## config.mk

```make
export PLATFORM = sky130hd
export DESIGN_NAME = keypad_scanner
export DESIGN_NICKNAME = d
export VERILOG_FILES = /design/src/rtl/keypad_scanner.sv
export SDC_FILE = /design/constraint.sdc
export NUM_CORES = 1
export LEC_CHECK = 0
export CORE_ASPECT_RATIO = 0.5
export CORE_UTILIZATION = 43
export CTS_CLUSTER_DIAMETER = 120
export CTS_CLUSTER_SIZE = 10
export DETAILED_ROUTE_END_ITERATION = 10
export HOLD_SLACK_MARGIN = 0.03
export PLACE_DENSITY = 0.66
export SLEW_MARGIN = 25
export SYNTH_ARGS = -nofsm -noshare
export SYNTH_HDL_FRONTEND = slang
export SYNTH_SLANG_ARGS = --single-unit
```

## constraint.sdc

```tcl
create_clock -name clk -period 22 [get_ports clk]
set_input_delay 4.4 -clock clk [delete_from_list [all_inputs] [get_ports clk]]
set_output_delay 4.4 -clock clk [all_outputs]
set_load 0.01 [all_outputs]
```

## src/rtl/keypad_scanner.sv

```systemverilog
// keypad_scanner: scans a 4x4 active-low matrix keypad one column at a time,
// debounces whole-scan results and reports each new single-key press as a
// one-cycle pulse with its hex code, shifting that code into a 16-bit entry
// register.
//
// Build option: define KEYPAD_CLEAR_EN to make an accepted press of key C
// clear the entry register instead of shifting C in.
//
// Scan result encoding is {is_key, code}. NONE and MULTI both encode as
// 5'b0_0000, so they behave identically in the debounce and press logic.
module keypad_scanner #(
  parameter int SCAN_DIV       = 100_000,
  parameter int DEBOUNCE_SCANS = 4
) (
  input  logic        clk,
  input  logic        reset_n,
  input  logic [3:0]  row_n,
  output logic [3:0]  col_n,
  output logic        key_valid,
  output logic [3:0]  key_code,
  output logic        key_held,
  output logic [15:0] value
);

  localparam int DW = $clog2(SCAN_DIV);
  // One extra count of headroom so the counter can actually hold DEBOUNCE_SCANS.
  localparam int MW = $clog2(DEBOUNCE_SCANS + 1);
  localparam logic [DW-1:0] D_LAST   = DW'(SCAN_DIV - 1);
  localparam logic [MW-1:0] M_TARGET = MW'(DEBOUNCE_SCANS);

  logic [3:0]    row_meta, row_sync;
  logic [DW-1:0] dwell;
  logic [1:0]    col;
  logic [11:0]   scan_bits;
  logic [4:0]    prev_result, stable_result;
  logic [MW-1:0] match_cnt;

  logic          sample_now, scan_done;
  logic [15:0]   full_bits;
  logic [4:0]    result, stable_next;
  logic [MW-1:0] match_next;
  logic          press;

  // Bit index is col*4 + row.
  function automatic logic [3:0] key_map(input logic [3:0] idx);
    case (idx)
      4'd0:    key_map = 4'h1;
      4'd1:    key_map = 4'h4;
      4'd2:    key_map = 4'h7;
      4'd3:    key_map = 4'h0;
      4'd4:    key_map = 4'h2;
      4'd5:    key_map = 4'h5;
      4'd6:    key_map = 4'h8;
      4'd7:    key_map = 4'hF;
      4'd8:    key_map = 4'h3;
      4'd9:    key_map = 4'h6;
      4'd10:   key_map = 4'h9;
      4'd11:   key_map = 4'hE;
      4'd12:   key_map = 4'hA;
      4'd13:   key_map = 4'hB;
      4'd14:   key_map = 4'hC;
      default: key_map = 4'hD;
    endcase
  endfunction

  assign sample_now = (dwell == D_LAST);
  assign scan_done  = sample_now && (col == 2'd3);
  // Column 3 is still live on the rows during the completing sample cycle.
  assign full_bits  = {~row_sync, scan_bits};

  // Classify the 16 sampled bits of the scan as NONE, KEY(k) or MULTI.
  always_comb begin
    logic [4:0] cnt;
    logic [3:0] k;
    cnt = 5'd0;
    k   = 4'h0;
    for (int i = 0; i < 16; i++) begin
      if (full_bits[i]) begin
        cnt = cnt + 5'd1;
        k   = key_map(4'(i));
      end
    end
    result = (cnt == 5'd1) ? {1'b1, k} : 5'b0_0000;
  end

  // Match counting and stable-result selection for the completing scan.
  always_comb begin
    if (result == prev_result)
      match_next = (match_cnt == M_TARGET) ? match_cnt : match_cnt + MW'(1);
    else
      match_next = MW'(1);
    stable_next = (match_next == M_TARGET) ? result : stable_result;
    press       = !stable_result[4] && stable_next[4];
  end

  // Two-flop synchronizer for the asynchronous row inputs.
  always_ff @(posedge clk) begin
    if (!reset_n) begin
      row_meta <= 4'hF;
      row_sync <= 4'hF;
    end else begin
      row_meta <= row_n;
      row_sync <= row_meta;
    end
  end

  // Column dwell timer, column rotation and per-column row capture.
  always_ff @(posedge clk) begin
    if (!reset_n) begin
      dwell     <= '0;
      col       <= 2'd0;
      col_n     <= 4'b1110;
      scan_bits <= '0;
    end else if (sample_now) begin
      dwell <= '0;
      col   <= col + 2'd1;
      col_n <= {col_n[2:0], col_n[3]};
      case (col)
        2'd0:    scan_bits[3:0]  <= ~row_sync;
        2'd1:    scan_bits[7:4]  <= ~row_sync;
        2'd2:    scan_bits[11:8] <= ~row_sync;
        default: ;
      endcase
    end else begin
      dwell <= dwell + DW'(1);
    end
  end

  // Debounce state, advanced once per completed scan.
  always_ff @(posedge clk) begin
    if (!reset_n) begin
      prev_result   <= 5'b0;
      stable_result <= 5'b0;
      match_cnt     <= '0;
    end else if (scan_done) begin
      prev_result   <= result;
      match_cnt     <= match_next;
      stable_result <= stable_next;
    end
  end

  // Registered outputs: press pulse, key code, held flag and entry register.
  always_ff @(posedge clk) begin
    if (!reset_n) begin
      key_valid <= 1'b0;
      key_code  <= 4'h0;
      key_held  <= 1'b0;
      value     <= 16'h0000;
    end else begin
      key_valid <= 1'b0;
      if (scan_done) begin
        key_held <= stable_next[4];
        if (press) begin
          key_valid <= 1'b1;
          key_code  <= stable_next[3:0];
`ifdef KEYPAD_CLEAR_EN
          if (stable_next[3:0] == 4'hC)
            value <= 16'h0000;
          else
            value <= {value[11:0], stable_next[3:0]};
`else
          value <= {value[11:0], stable_next[3:0]};
`endif
        end
      end
    end
  end

endmodule

```

==> results.md <==
- Relative slew slack: 33.1%
- Setup violators final: 0
- Seq/Total Area, Yosys: 29.6%
- Gr busiest metal: met2
- Port Buffer Count: 31
- Max cap viols: 0
- Final slew viol count: 0
- Largest net degree at the start of global routing: 57
- Layout cells sized above 1: 7.84%
- Setup TNS: 0 ns
- Leakage power figure: 2.12 nW
- CP startpoint kind: flip-flop
- Die H: 75.6 um
- # IOs: 32
- Drt via density: 5.10
- Vias: 3575
- Mux cell area share after synthesis: 6.68%
- Wirelength per Cell: 12.4 um
- #FFs+latches synth: 69
- Largest family of logic cells by synthesized area: simple AND/OR/NAND/NOR gates
- Mapped Nets: 573
- Filler cells: 968
- Initial antenna violation count: 0
- Most used cell, CP: ha_1
- Slowest CP cell: nand3b_1
- Post-CTS Setup Repair Bufs: 0
- CTS sink count: 69
- CTS Hold Bufs: 0
- Total CTS buffers: 9
- Multi-input gate area in the final layout: 3060 um^2
- CP Max Fanout: 16
- Least-Margin Pin Slew: 1.00 ns
- GRT met1 Usage: 22.2%
- Synth async-reset ratio: 0%
- Synth warnings: 0
- XOR/XNOR Fraction of Synth Area: 15.5%
- CTS tree: done
- Cells after Synth: 544
- CORE AREA: 10400 um^2
- Placed insts: 685
- Number of flops mapped to enable cells by yosys: 0
- GR Layer Usage met3: 3.23%
- Synth Area in Compound Gates: 11.2%
- RSZ-0062 raised after global routing: false
- Status: complete, no violations
- Crit share post-route: 48.1%
- CP endpoint kind: flip-flop
- Placement row count: 26
- Initial DRC Count: 166
- Die ar.: 11300 um^2
- Fin cells: 701
- First-pass GRT wire length: 15.1 mm
- CP arrival: 10.80 ns
- Final hold viol count: 0
- Syn Std Cell Area: 4660 um^2
- Routed WL: 8.69 mm
- GRT overflow: 0
- GRT Overall Usage: 16.6%
- CTS Buffer Depth: 2
- H-tree Lvls: 3
- GR Util met2: 27.8%
- Gp weighted congestion: 0.804
- Post_cts resized: 0
- Clock Latency Late Sink: 0.33 ns
- Crit path required time: 22.21 ns
- Die Wd: 149 um
- Min Tclk post-route: 10.59 ns
- DRC viols: 0
- Synth Area in Simple Gates: 25.8%
- Crit Path Class: reg2reg
- Starting Density: 44.9%
- Drt pass-1 iters: 4
- Final setup margin: 11.41 ns
- Setup WS pre-CTS: 11.48 ns
- Synth Area in Adders: 6.17%
- Skew final: 0.00541 ns
- Critical path's largest stage delay: 0.71 ns
- Worst vdd ir: 0.0000431 V
- Fin nets: 585
- Pwr/cell area: 53.6 nW/um^2
- Synth Flop Type: dfxtp_1
- Syn Area/Cell: 8.57 um^2
- Hold crit path type: reg2reg
- Seq. cell area: 1380 um^2
- Diode count: 0
- Dpl hpwl: 6.20 mm
- Area growth, synth to finish: 13.5%
- Root buffer cell: clkbuf_16
- Max Freq: 94.4 MHz
- Yosys cell types: 68
- Reg clk slew, reported paths: 0.06 ns
- Post-route ant nets: 0
- Vias in the first global route: 3241
==> layout by cell type (no fill, tap or decap), types with 3 or more instances in the layout <==
| cell type | Yosys | final |
|---|---|---|
| and2_1 | 19 | 19 |
| nor2_1 | 47 | 47 |
| xnor2_1 | 26 | 26 |
| o211ai_1 | 3 | 3 |
| inv_1 | 14 | 14 |
| mux2_2 | 3 | 3 |
| dfxtp_1 | 69 | 69 |
| and3_1 | 3 | 3 |
| clkbuf_16 | 0 | 9 |
| a31oi_1 | 5 | 5 |
| o21ai_0 | 27 | 27 |
| xnor3_1 | 4 | 4 |
| nand4_1 | 3 | 3 |
| nand3b_1 | 3 | 3 |
| ha_1 | 23 | 23 |
| mux2i_1 | 24 | 24 |
| nor3_1 | 11 | 11 |
| nand2_1 | 63 | 63 |
| nand3_1 | 22 | 22 |
| xor2_1 | 20 | 20 |
| clkdlybuf4s50_1 | 0 | 31 |
| xnor2_2 | 4 | 4 |
| a21boi_1 | 6 | 6 |
| nand4b_1 | 4 | 4 |
| o21ai_1 | 5 | 5 |
| a21oi_1 | 14 | 14 |
| nand2b_1 | 15 | 15 |
| nor2b_1 | 24 | 24 |
| or3_1 | 3 | 3 |
| xor2_2 | 4 | 4 |
| or4_1 | 3 | 3 |
==> worst paths after layout <==
check,from,endpoint,slack (ns),depth (start not counted)
setup / recovery,scan_bits[0],value[6],11.41,46
hold / removal,row_meta[0],row_sync[0],0.41,1
setup reg to reg,scan_bits[0],value[6],11.41,46
hold reg to reg,row_meta[0],row_sync[0],0.41,1
==> where the power goes <==
group / switching, mW / internal [mW] / total [mW]
Clock: 0.0534 / 0.0910 / 0.144
Sequential: 0.00141 / 0.126 / 0.128
Combinational: 0.00602 / 0.00565 / 0.0117
Total: 0.0608 / 0.223 / 0.284
==> cell usage after synthesis, drive strengths merged, types with 3 or more instances <==
library cell	n	share of area (%)
ha	23	6.2
mux2	4	1.0
nand3	23	2.6
or3	3	0.40
and2	19	2.5
o21ai	32	3.4
a211oi	3	0.59
nand2	64	5.2
nor3	11	1.2
nor4	3	0.40
dfxtp	69	30
xor2	25	5.7
nand2b	15	2.0
xnor2	30	6.3
a21oi	14	1.5
a31oi	5	0.67
nand3b	3	0.48
xnor3	6	3.0
or4	3	0.48
a21boi	6	0.97
o211ai	3	0.48
inv	15	1.2
nor2b	24	3.2
clkbuf	20	1.6
buf	11	2.3
nor2	47	3.8
nand4	3	0.40
nand4b	4	0.75
mux2i	24	5.2
and3	3	0.40
==> logic make-up (layout without fill, tap and decap cells) <==
group	after synthesis	count (layout)
DFF	69	69
adders and majority gates	23	23
xor gates and xnor gates	62	62
buffers and inverters	46	63
muxes	29	29
AOI/OAI and AO/OA	80	80
and+or+nand+nor	235	235
==> sequential cells by signal (all words and copies together) (netlist names) <==
name and count:
col 2, col_n 4, dwell 17, key_code 3, key_valid 1, match_cnt 3
prev_result 5, row_meta 4, row_sync 4, scan_bits 12, stable_result 1, value 13
==> cell type report <==
class	instances	share of cell area, %
clock buffers	11	4.59
clock inverters	5	1.13
inverters	15	1.06
multi-input cells	429	57.8
flip-flops and latches	69	26.1
well taps	140	3.31
repair buffers	32	6.00
==> per-stage QoR <==
stage | instance area [um^2] | hold WS [ns] | total power, mW | utilization, %
after global placement | 4980 | 0.390 | 0.142 | 48.0
final | 5290 | 0.407 | 0.284 | 51.0
after CTS | 5290 | 0.410 | 0.287 | 51.0
after floorplan | 4660 | 0.386 | 0.139 | -
after global routing | 5290 | 0.426 | 0.294 | 51.0
after detailed placement | 4990 | 0.396 | 0.142 | 48.1
==> per-layer routing <==
metal | part of all wire (%) | vias to the layer above
met2 | 43 | 45
li1 | - | 1878
met4 | 0.95 | 0
met1 | 53 | 1643
met3 | 3.0 | 9
met5 | 0 | -
==> worst max-delay path, delay by kind of cell (launching register included) <==
family	cells	cell delay, ns
multiplexers	4	1.21
AND/OR/NAND/NOR	12	2.30
buffers and inverters	4	0.30
adder cells (fa/ha/maj)	14	4.27
AO/OA/AOI/OAI	11	1.81
flip-flops	1	0.37
XOR/XNOR	1	0.18
No activity file was read; power rests on OpenSTA's default activity.
